**src/rtl/ps2_kbd_ctrl.sv**
```systemverilog
`default_nettype none
// +--------------------------------------------------------------------------+
// | ps2_kbd_ctrl : pops scan codes from the ps2_keyboard FIFO and decodes     |
// |                set-2 make/break/extended sequences into key events.       |
// | Revision     : 1.0                                                        |
// +--------------------------------------------------------------------------+
module ps2_kbd_ctrl #(
    parameter int REPEAT_FILTER = 1,
    parameter int PREFIX_TO     = 50000,
    parameter int TO_W          = 16
) (
    input  logic       clk,
    input  logic       rst,
    input  logic       ready,
    input  logic [7:0] data,
    input  logic       overflow,
    output logic       nextdata_n,
    output logic       key_valid,
    output logic [7:0] key_code,
    output logic       key_ext,
    output logic       key_release,
    output logic       key_repeat,
    output logic       key_down,
    output logic [7:0] cur_code,
    output logic       cur_ext,
    output logic [7:0] press_cnt,
    output logic       ovf_sticky,
    input  logic       ovf_clr
);

    typedef enum logic [1:0] {
        ST_IDLE = 2'd0,
        ST_POP  = 2'd1,
        ST_GAP  = 2'd2
    } state_t;

    localparam logic [TO_W-1:0] TO_LAST = TO_W'(PREFIX_TO - 1);

    state_t          state_q,       state_d;
    logic            nextdata_n_q,  nextdata_n_d;
    logic            key_valid_q,   key_valid_d;
    logic [7:0]      key_code_q,    key_code_d;
    logic            key_ext_q,     key_ext_d;
    logic            key_release_q, key_release_d;
    logic            key_repeat_q,  key_repeat_d;
    logic            key_down_q,    key_down_d;
    logic [7:0]      cur_code_q,    cur_code_d;
    logic            cur_ext_q,     cur_ext_d;
    logic [7:0]      press_cnt_q,   press_cnt_d;
    logic            ovf_sticky_q,  ovf_sticky_d;
    logic            ext_pend_q,    ext_pend_d;
    logic            brk_pend_q,    brk_pend_d;
    logic [TO_W-1:0] to_cnt_q,      to_cnt_d;

    logic same_key;
    logic emit;
    logic is_rep;

    // The byte is decoded as it is captured at the POP closing edge, so the
    // GAP-cycle event outputs come straight from flops.
    always_comb begin
        state_d       = state_q;
        nextdata_n_d  = 1'b1;
        key_valid_d   = 1'b0;
        key_code_d    = key_code_q;
        key_ext_d     = key_ext_q;
        key_release_d = key_release_q;
        key_repeat_d  = key_repeat_q;
        key_down_d    = key_down_q;
        cur_code_d    = cur_code_q;
        cur_ext_d     = cur_ext_q;
        press_cnt_d   = press_cnt_q;
        ext_pend_d    = ext_pend_q;
        brk_pend_d    = brk_pend_q;
        to_cnt_d      = to_cnt_q;
        same_key      = (data == cur_code_q) && (ext_pend_q == cur_ext_q);
        emit          = 1'b0;
        is_rep        = 1'b0;

        case (state_q)
            ST_IDLE: begin
                if (ready) begin
                    state_d      = ST_POP;
                    nextdata_n_d = 1'b0;
                end else if (ext_pend_q || brk_pend_q) begin
                    if (to_cnt_q == TO_LAST) begin
                        ext_pend_d = 1'b0;
                        brk_pend_d = 1'b0;
                        to_cnt_d   = '0;
                    end else begin
                        to_cnt_d = to_cnt_q + 1'b1;
                    end
                end
            end

            ST_POP: begin
                state_d  = ST_GAP;
                to_cnt_d = '0;
                if ((data == 8'h00) || (data == 8'hFF)) begin
                    ext_pend_d = 1'b0;
                    brk_pend_d = 1'b0;
                end else if (data == 8'hE0) begin
                    ext_pend_d = 1'b1;
                end else if (data == 8'hF0) begin
                    brk_pend_d = 1'b1;
                end else begin
                    ext_pend_d = 1'b0;
                    brk_pend_d = 1'b0;
                    if (brk_pend_q) begin
                        emit = 1'b1;
                        if (same_key) begin
                            key_down_d = 1'b0;
                        end
                    end else if (key_down_q && same_key) begin
                        is_rep = 1'b1;
                        emit   = (REPEAT_FILTER == 0);
                    end else begin
                        emit        = 1'b1;
                        cur_code_d  = data;
                        cur_ext_d   = ext_pend_q;
                        key_down_d  = 1'b1;
                        press_cnt_d = press_cnt_q + 8'd1;
                    end
                    if (emit) begin
                        key_valid_d   = 1'b1;
                        key_code_d    = data;
                        key_ext_d     = ext_pend_q;
                        key_release_d = brk_pend_q;
                        key_repeat_d  = is_rep;
                    end
                end
            end

            ST_GAP: begin
                state_d = ST_IDLE;
            end

            default: begin
                state_d = ST_IDLE;
            end
        endcase

        // A simultaneous set wins over clear.
        if (overflow) begin
            ovf_sticky_d = 1'b1;
        end else if (ovf_clr) begin
            ovf_sticky_d = 1'b0;
        end else begin
            ovf_sticky_d = ovf_sticky_q;
        end
    end

    always_ff @(posedge clk or negedge rst) begin
        if (!rst) begin
            state_q       <= ST_IDLE;
            nextdata_n_q  <= 1'b1;
            key_valid_q   <= 1'b0;
            key_code_q    <= 8'h00;
            key_ext_q     <= 1'b0;
            key_release_q <= 1'b0;
            key_repeat_q  <= 1'b0;
            key_down_q    <= 1'b0;
            cur_code_q    <= 8'h00;
            cur_ext_q     <= 1'b0;
            press_cnt_q   <= 8'h00;
            ovf_sticky_q  <= 1'b0;
            ext_pend_q    <= 1'b0;
            brk_pend_q    <= 1'b0;
            to_cnt_q      <= '0;
        end else begin
            state_q       <= state_d;
            nextdata_n_q  <= nextdata_n_d;
            key_valid_q   <= key_valid_d;
            key_code_q    <= key_code_d;
            key_ext_q     <= key_ext_d;
            key_release_q <= key_release_d;
            key_repeat_q  <= key_repeat_d;
            key_down_q    <= key_down_d;
            cur_code_q    <= cur_code_d;
            cur_ext_q     <= cur_ext_d;
            press_cnt_q   <= press_cnt_d;
            ovf_sticky_q  <= ovf_sticky_d;
            ext_pend_q    <= ext_pend_d;
            brk_pend_q    <= brk_pend_d;
            to_cnt_q      <= to_cnt_d;
        end
    end

    assign nextdata_n  = nextdata_n_q;
    assign key_valid   = key_valid_q;
    assign key_code    = key_code_q;
    assign key_ext     = key_ext_q;
    assign key_release = key_release_q;
    assign key_repeat  = key_repeat_q;
    assign key_down    = key_down_q;
    assign cur_code    = cur_code_q;
    assign cur_ext     = cur_ext_q;
    assign press_cnt   = press_cnt_q;
    assign ovf_sticky  = ovf_sticky_q;

endmodule
`default_nettype wire

```
**config.mk**
```make
export PLATFORM = sky130hd
export DESIGN_NAME = ps2_kbd_ctrl
export DESIGN_NICKNAME = d
export VERILOG_FILES = /design/src/rtl/ps2_kbd_ctrl.sv
export SDC_FILE = /design/constraint.sdc
export NUM_CORES = 1
export LEC_CHECK = 0
export CAP_MARGIN = 20
export CORE_MARGIN = 10
export CORE_UTILIZATION = 54
export CTS_BUF_LIST = sky130_fd_sc_hd__clkbuf_8
export DETAILED_ROUTE_END_ITERATION = 10
export GPL_ROUTABILITY_DRIVEN = 0
export PLACE_DENSITY = 0.82
export REMOVE_ABC_BUFFERS = 1
export SLEW_MARGIN = 20
export SYNTH_ARGS = -nofsm -noshare
export SYNTH_HDL_FRONTEND = slang
export SYNTH_SLANG_ARGS = --single-unit
```
**constraint.sdc**
```tcl
create_clock -name clk -period 2.1 [get_ports clk]
set_input_delay 0.42 -clock clk [delete_from_list [all_inputs] [get_ports clk]]
set_output_delay 0.42 -clock clk [all_outputs]
set_load 0.1 [all_outputs]
```
; After elaboration in Yosys (flattened, before gate mapping)
; Cells that the tools add are included.
[word_totals]
word_cells = 88
register_bits = 52
[classes]
n_eq_ne = 15
bitwise_logic = 5
n_reduce_logical = 14
muxes = 37
add_sub_neg = 2
[ops]
columns = op, n
row1 = $mux 16, 3
row2 = $pmux 16 s2, 1
row3 = $mux 1, 29
row4 = $eq 8x8->1 const B, 3
row5 = $add 16x1->16 const B, 1
row6 = $eq 16x16->1 const B, 1
row7 = $reduce_and 5->1, 3
row8 = $reduce_and 6->1, 2
row9 = $ne 2x2->1 const B, 5
row10 = $add 8x1->8 const B, 1
row11 = $eq 8x8->1, 1
row12 = $logic_not 8->1, 1
row13 = $not 1->1, 5
row14 = $ne 4x4->1 const B, 1
row15 = $pmux 1 s2, 2
row16 = $pmux 2 s2, 1
row17 = $reduce_bool 2->1, 2
row18 = $ne 3x3->1 const B, 1
row19 = $reduce_and 3->1, 1
row20 = $eq 2x1->1 const B, 1
row21 = $logic_and 1x1->1, 2
row22 = $logic_not 2->1, 1
row23 = $logic_or 1x1->1, 2
row24 = $mux 2, 1
row25 = 2 further kinds, 2

; Logic depth before layout (Yosys ltp)
[logic_depth]
ltp_word = 14
ltp_mapped = 7

; Worst setup path before layout
; Ideal clock, no wire load.
[synth_path]
path_kind = register to register
startpoint = reg cur_ext_q, in the netlist cur_ext
endpoint = reg key_code_q[0], in the netlist key_code[0]
required_ns = 1.974
path_buffers = 1
t_arrival_ns = 2.351
setup_time_ns = 0.126
stages_incl_launch_ff = 7
path_slack_ns = -0.376
cell_sequence = dfrtp_1 > xor2_1 > nor4_2 > nand4_1 > o21ai_1 > buf_2 > mux2_2
[synth_via]
elab_chain_cells = 10
[synth_rtl]
columns = item, line_no
row1 = "start, declared", 48  ; logic cur_ext_q, cur_ext_d;
row2 = "start signal, assigned", 180  ; cur_ext_q <= cur_ext_d;
row3 = $eq 1x1->1, 76  ; same_key = (data == cur_code_q) && (ext_pend_q == cur_ext_q);
row4 = $logic_and 1x1->1, 76
row5 = $logic_and 1x1->1, 114  ; end else if (key_down_q && same_key) begin
row6 = $mux 1, 114
row7 = $mux 1, 109  ; if (brk_pend_q) begin
row8 = $mux 1, 104  ; end else if (data == 8'hF0) begin
row9 = $mux 1, 102  ; end else if (data == 8'hE0) begin
row10 = $mux 1, 99  ; if ((data == 8'h00) || (data == 8'hFF)) begin
row11 = $mux 1, 80  ; case (state_q)
row12 = $reduce_and 5->1 (no source line), --
row13 = "end signal, assigned", 174  ; key_code_q <= key_code_d;
row14 = "end, declared", 42  ; logic [7:0] key_code_q, key_code_d;
; No other way between the ends. The select of a mux whose other input is x is not followed.
; A chain may end at the register's enable or synchronous reset.

; Final worst setup path
[layout_path]
startpoint = in data[2]
endpoint = reg key_code_q[3], in the netlist key_code[3]
[layout_via]
elab_chain_cells = 10
word_cells_on_any_way = 18
classes_between = eq/ne (4) / mux (6) / bitwise (3) / reduce/logical (5)
[layout_rtl]
columns = item, line_no
row1 = "start, declared", 15  ; input logic [7:0] data,
row2 = $eq 8x8->1, 76
row3 = $logic_and 1x1->1, 76
row4 = $logic_and 1x1->1, 114
row5 = $mux 1, 114
row6 = $mux 1, 109
row7 = $mux 1, 104
row8 = $mux 1, 102
row9 = $mux 1, 99
row10 = $mux 1, 80
row11 = $reduce_and 5->1 (no source line) *, --
; Mark *: on every way between the ends. The rest lies on a longest branch, timed or not. The select of a mux whose other input is x is not followed.

==> summary.md <==
| Metric | Value |
|---|---|
| Leading area contributor after synthesis | `dfrtp_1` |
| # DRC | `0` |
| Die height | `~90 um` |
| Fraction of synthesized area in multiplexers | `~8.5%` |
| Most common library cells after synthesis | `51 x dfrtp_1, 19 x mux2_2, 13 x o21ai_0` |
| Final wirelength | `6.01 mm` |
| Crit-path max cell delay | `0.37 ns` |
| Async SR Flop Fraction | `100%` |
| CTS H-tree lvls | `2` |
| Combinational family with the most area after synthesis | `simple AND/OR/NAND/NOR gates` |
| Later-pin clock latency in the skew report | `approximately 0.30 ns` |
| Synth area leaders | `dfrtp_1 51%, mux2_2 8.5%, xnor2_1 3.5%, xor2_1 3.5%, o21ai_0 2.6%` |
| Grt total ovfl | `0` |
| N_diodes | `0` |
| Status | `finished clean` |
| Worst Max-Slew Pin Slew | `between 0.4 and 0.5 ns` |
| Worst EP required | `2.28 ns` |
| Final TNS setup | `0 ns` |
| Min Hold Slack | `0.0480 ns` |
| Final ANT Viol Nets | `0` |
| Via count | `2024` |
| WL/cell | `16.9 um` |
| Antenna violations before repair | `0` |
| Fillers | `~310` |
| Compound-gate portion of the synthesized area | `9.82%` |
| Port Buffers | `44` |
| CTS sink cnt | `52` |
| Ys flop type | `dfrtp_1` |
| Simple-Gate Fraction of Synth Area | `18.4%` |
| Crit path DAT | `2.23 ns` |
| Clock Pin Slew Worst Setup and Hold Paths | `0.10 ns` |
| TritonCTS clock tree | `done` |
| Worst vdd ir | `0.00148 V` |
| Buf/Inv on CP | `2` |
| Kind of critical path | `in2reg` |
| Critical-path top delay cell | `mux2_2` |
| Top-Level Pins | `45` |
| Distinct cells, synth | `46` |
| Syn_area_per_cell | `11.1 um^2` |
| Max-slew violations | `0` |
| MaxCap Viol Count | `0` |
| Number of flops mapped to enable cells by yosys | `0` |
| Area Overhead vs Synth | `30.6%` |
| Fmax | `488 MHz` |
| Sequential share of the synthesized area | `51.9%` |
| Period utilisation layout | `97.5%` |
| Placed cell area | `3120 um^2` |
| Post-DP HPWL | `4.34 mm` |
| Net count, final | `roughly 320` |
| Crit Path Max Fanout | `5` |
| Die span in x | `a little under 90 um` |
| Share of layout cells above drive strength 1 | `35.5%` |
| Leakage | `about 1.5 nW` |
| Worst Skew | `0.0125 ns` |
| Die area | `7780 um^2` |
| First-pass iteration count of the detailed router | `6` |
| Most common cell in the synthesized netlist | `dfrtp_1` |
| Pin count of the biggest net entering global routing | `36` |
| Final hold vios | `0` |
| CP Capture Type | `flop` |
| Top cell type's share of synthesized area | `50.8%` |
| CTS max path bufs | `2` |
| Final setup fails | `0` |
| CTS Buf Count | `5` |
| Synthesized flop and latch total | `52` |
| Number of vias per cell | `5.69` |
| Mapped Cells | `227` |
| Initial drt markers | `approximately 180` |
| Setup crit start kind | `input pin` |
| CTS root buffer | `clkbuf_8` |
| Total GRT Usage | `between 15 and 20%` |
| Max_slew headroom | `70.5%` |
| Post-Route Utilization | `74.3%` |
| Initial Util | `56.9%` |
| Cell chain of the critical path | `dlygate4sd2_1, xor2_1, nor4_4, nand4_1, o21ai_2, buf_4, mux2_2` |
| Placement row count | `24` |
| Adder-Cell Fraction of Synth Area | `0.997%` |
| Vias in the first global route | `1895` |
| Global-route wire length before repair | `roughly 9.6 mm` |
| Min-Delay Path Class | `in2async` |
| Worst path top cell family by delay | `simple AND/OR/NAND/NOR gates` |
| Cts hold-fix bufs | `0` |
| Mapped Area | `between 2000 and 3000 um^2` |
| Synth warn | `0` |
| Cell Pwr Density | `1480 nW/um^2` |
| Final instance area | `3280 um^2` |
| CORE AREA | `approximately 4400 um^2` |
| Post-Synth XOR/XNOR Area | `6.98%` |
| Min Tclk post-route | `2.05 ns` |
-- flip-flops by register name, summed over array words and instances, names as in the netlist --
signal       flops
brk_pend_q       1
cur_code         8
cur_ext          1
ext_pend_q       1
key_code         8
key_down         1
key_ext          1
key_release      1
key_repeat       1
key_valid        1
nextdata_n       1
ovf_sticky       1
press_cnt        8
state_q          2
to_cnt_q        16
-- cell families after synthesis --
logic type               after synthesis
AO/OA/AOI/OAI                         40
XOR/XNOR                              20
adder cells (fa/ha/maj)                2
buffers and inverters                 17
flip-flops                            52
multiplexers                          19
AND/OR/NAND/NOR                       77
-- report_power, final --
part           switching, W  internal [W]  leakage, nW
clock network      0.000320      0.000264       0.0510
logic               0.00206      0.000695        0.792
registers          0.000252       0.00126        0.658
total               0.00264       0.00222         1.50
-- worst register-to-register path, stage by stage, from the launching register on --
cell and delay, ns:
dfrtp_1 0.41, xor2_1 0.19, nor4_4 0.36, nand4_1 0.21, o21ai_2 0.21, buf_4 0.18, mux2_2 0.37
-- cells in the final DEF, fill, tap and decap left out, types with 3 or more instances in the layout --
cell type         n
nor2_1           11
and3_1            3
and2_1            4
nand2_1          10
a21o_1            3
dfrtp_1          51
xor2_1           10
mux2_2           19
nor3_1            5
nand4_1           5
or3_1             4
buf_4            61
nand3_1          10
or4_1             4
dlygate4sd2_1     6
xnor2_1          10
and4_1            3
clkbuf_8          6
clkdlybuf4s50_1   3
a21oi_1           8
nor4_1            3
inv_1            10
o21ai_0          13
-- stage by stage --
stage,std cells,power (W),setup slack (ns)
2_1_floorplan,220,0.00351,-0.737
3_3_place_gp,344,0.00417,-0.394
3_5_place_dp,344,0.00421,-0.404
4_1_cts,354,0.00480,0.00698
5_1_grt,356,0.00507,-0.0242
6_report,356,0.00485,0.0527
-- cell type report --
class                   instances  area (um^2)  area share (%)
multi-input cells             158         1160            35.4
clock buffers                   6         82.6            2.52
inverters                      10         37.5            1.14
well taps                      52         65.1            1.98
flip-flops and latches         52         1300            39.7
repair buffers                 76          622            19.0
clock inverters                 2         10.0           0.305
-- layer usage --
layer / track usage (%) / wire [um]
met1: 21.0 / 2690
met2: 22.4 / 2890
met3: 5.66 / 383
met4: 3.99 / 45
met5: 0 / 0
-- final timing paths --
path / from / to / slack (ns) / cells past startpoint
setup / recovery: data[2] / key_code[3] / 0.05 / 7
hold / removal: rst / to_cnt_q[11] / 0.05 / 1
setup reg to reg: cur_code[2] / key_code[3] / 0.06 / 6
hold reg to reg: ovf_sticky / ovf_sticky / 0.48 / 1
max in group asynchronous: rst / key_ext / 1.52 / 2
min in group clk: ovf_sticky / ovf_sticky / 0.48 / 1
-- repair_timing --
item,CTS,global route
pin swaps,3,4
gates resized for setup,8,9
setup endpoints to repair,23,31
setup buffers,2,2
hold endpoints to repair,0,0
No activity file was read; power rests on OpenSTA's default activity.
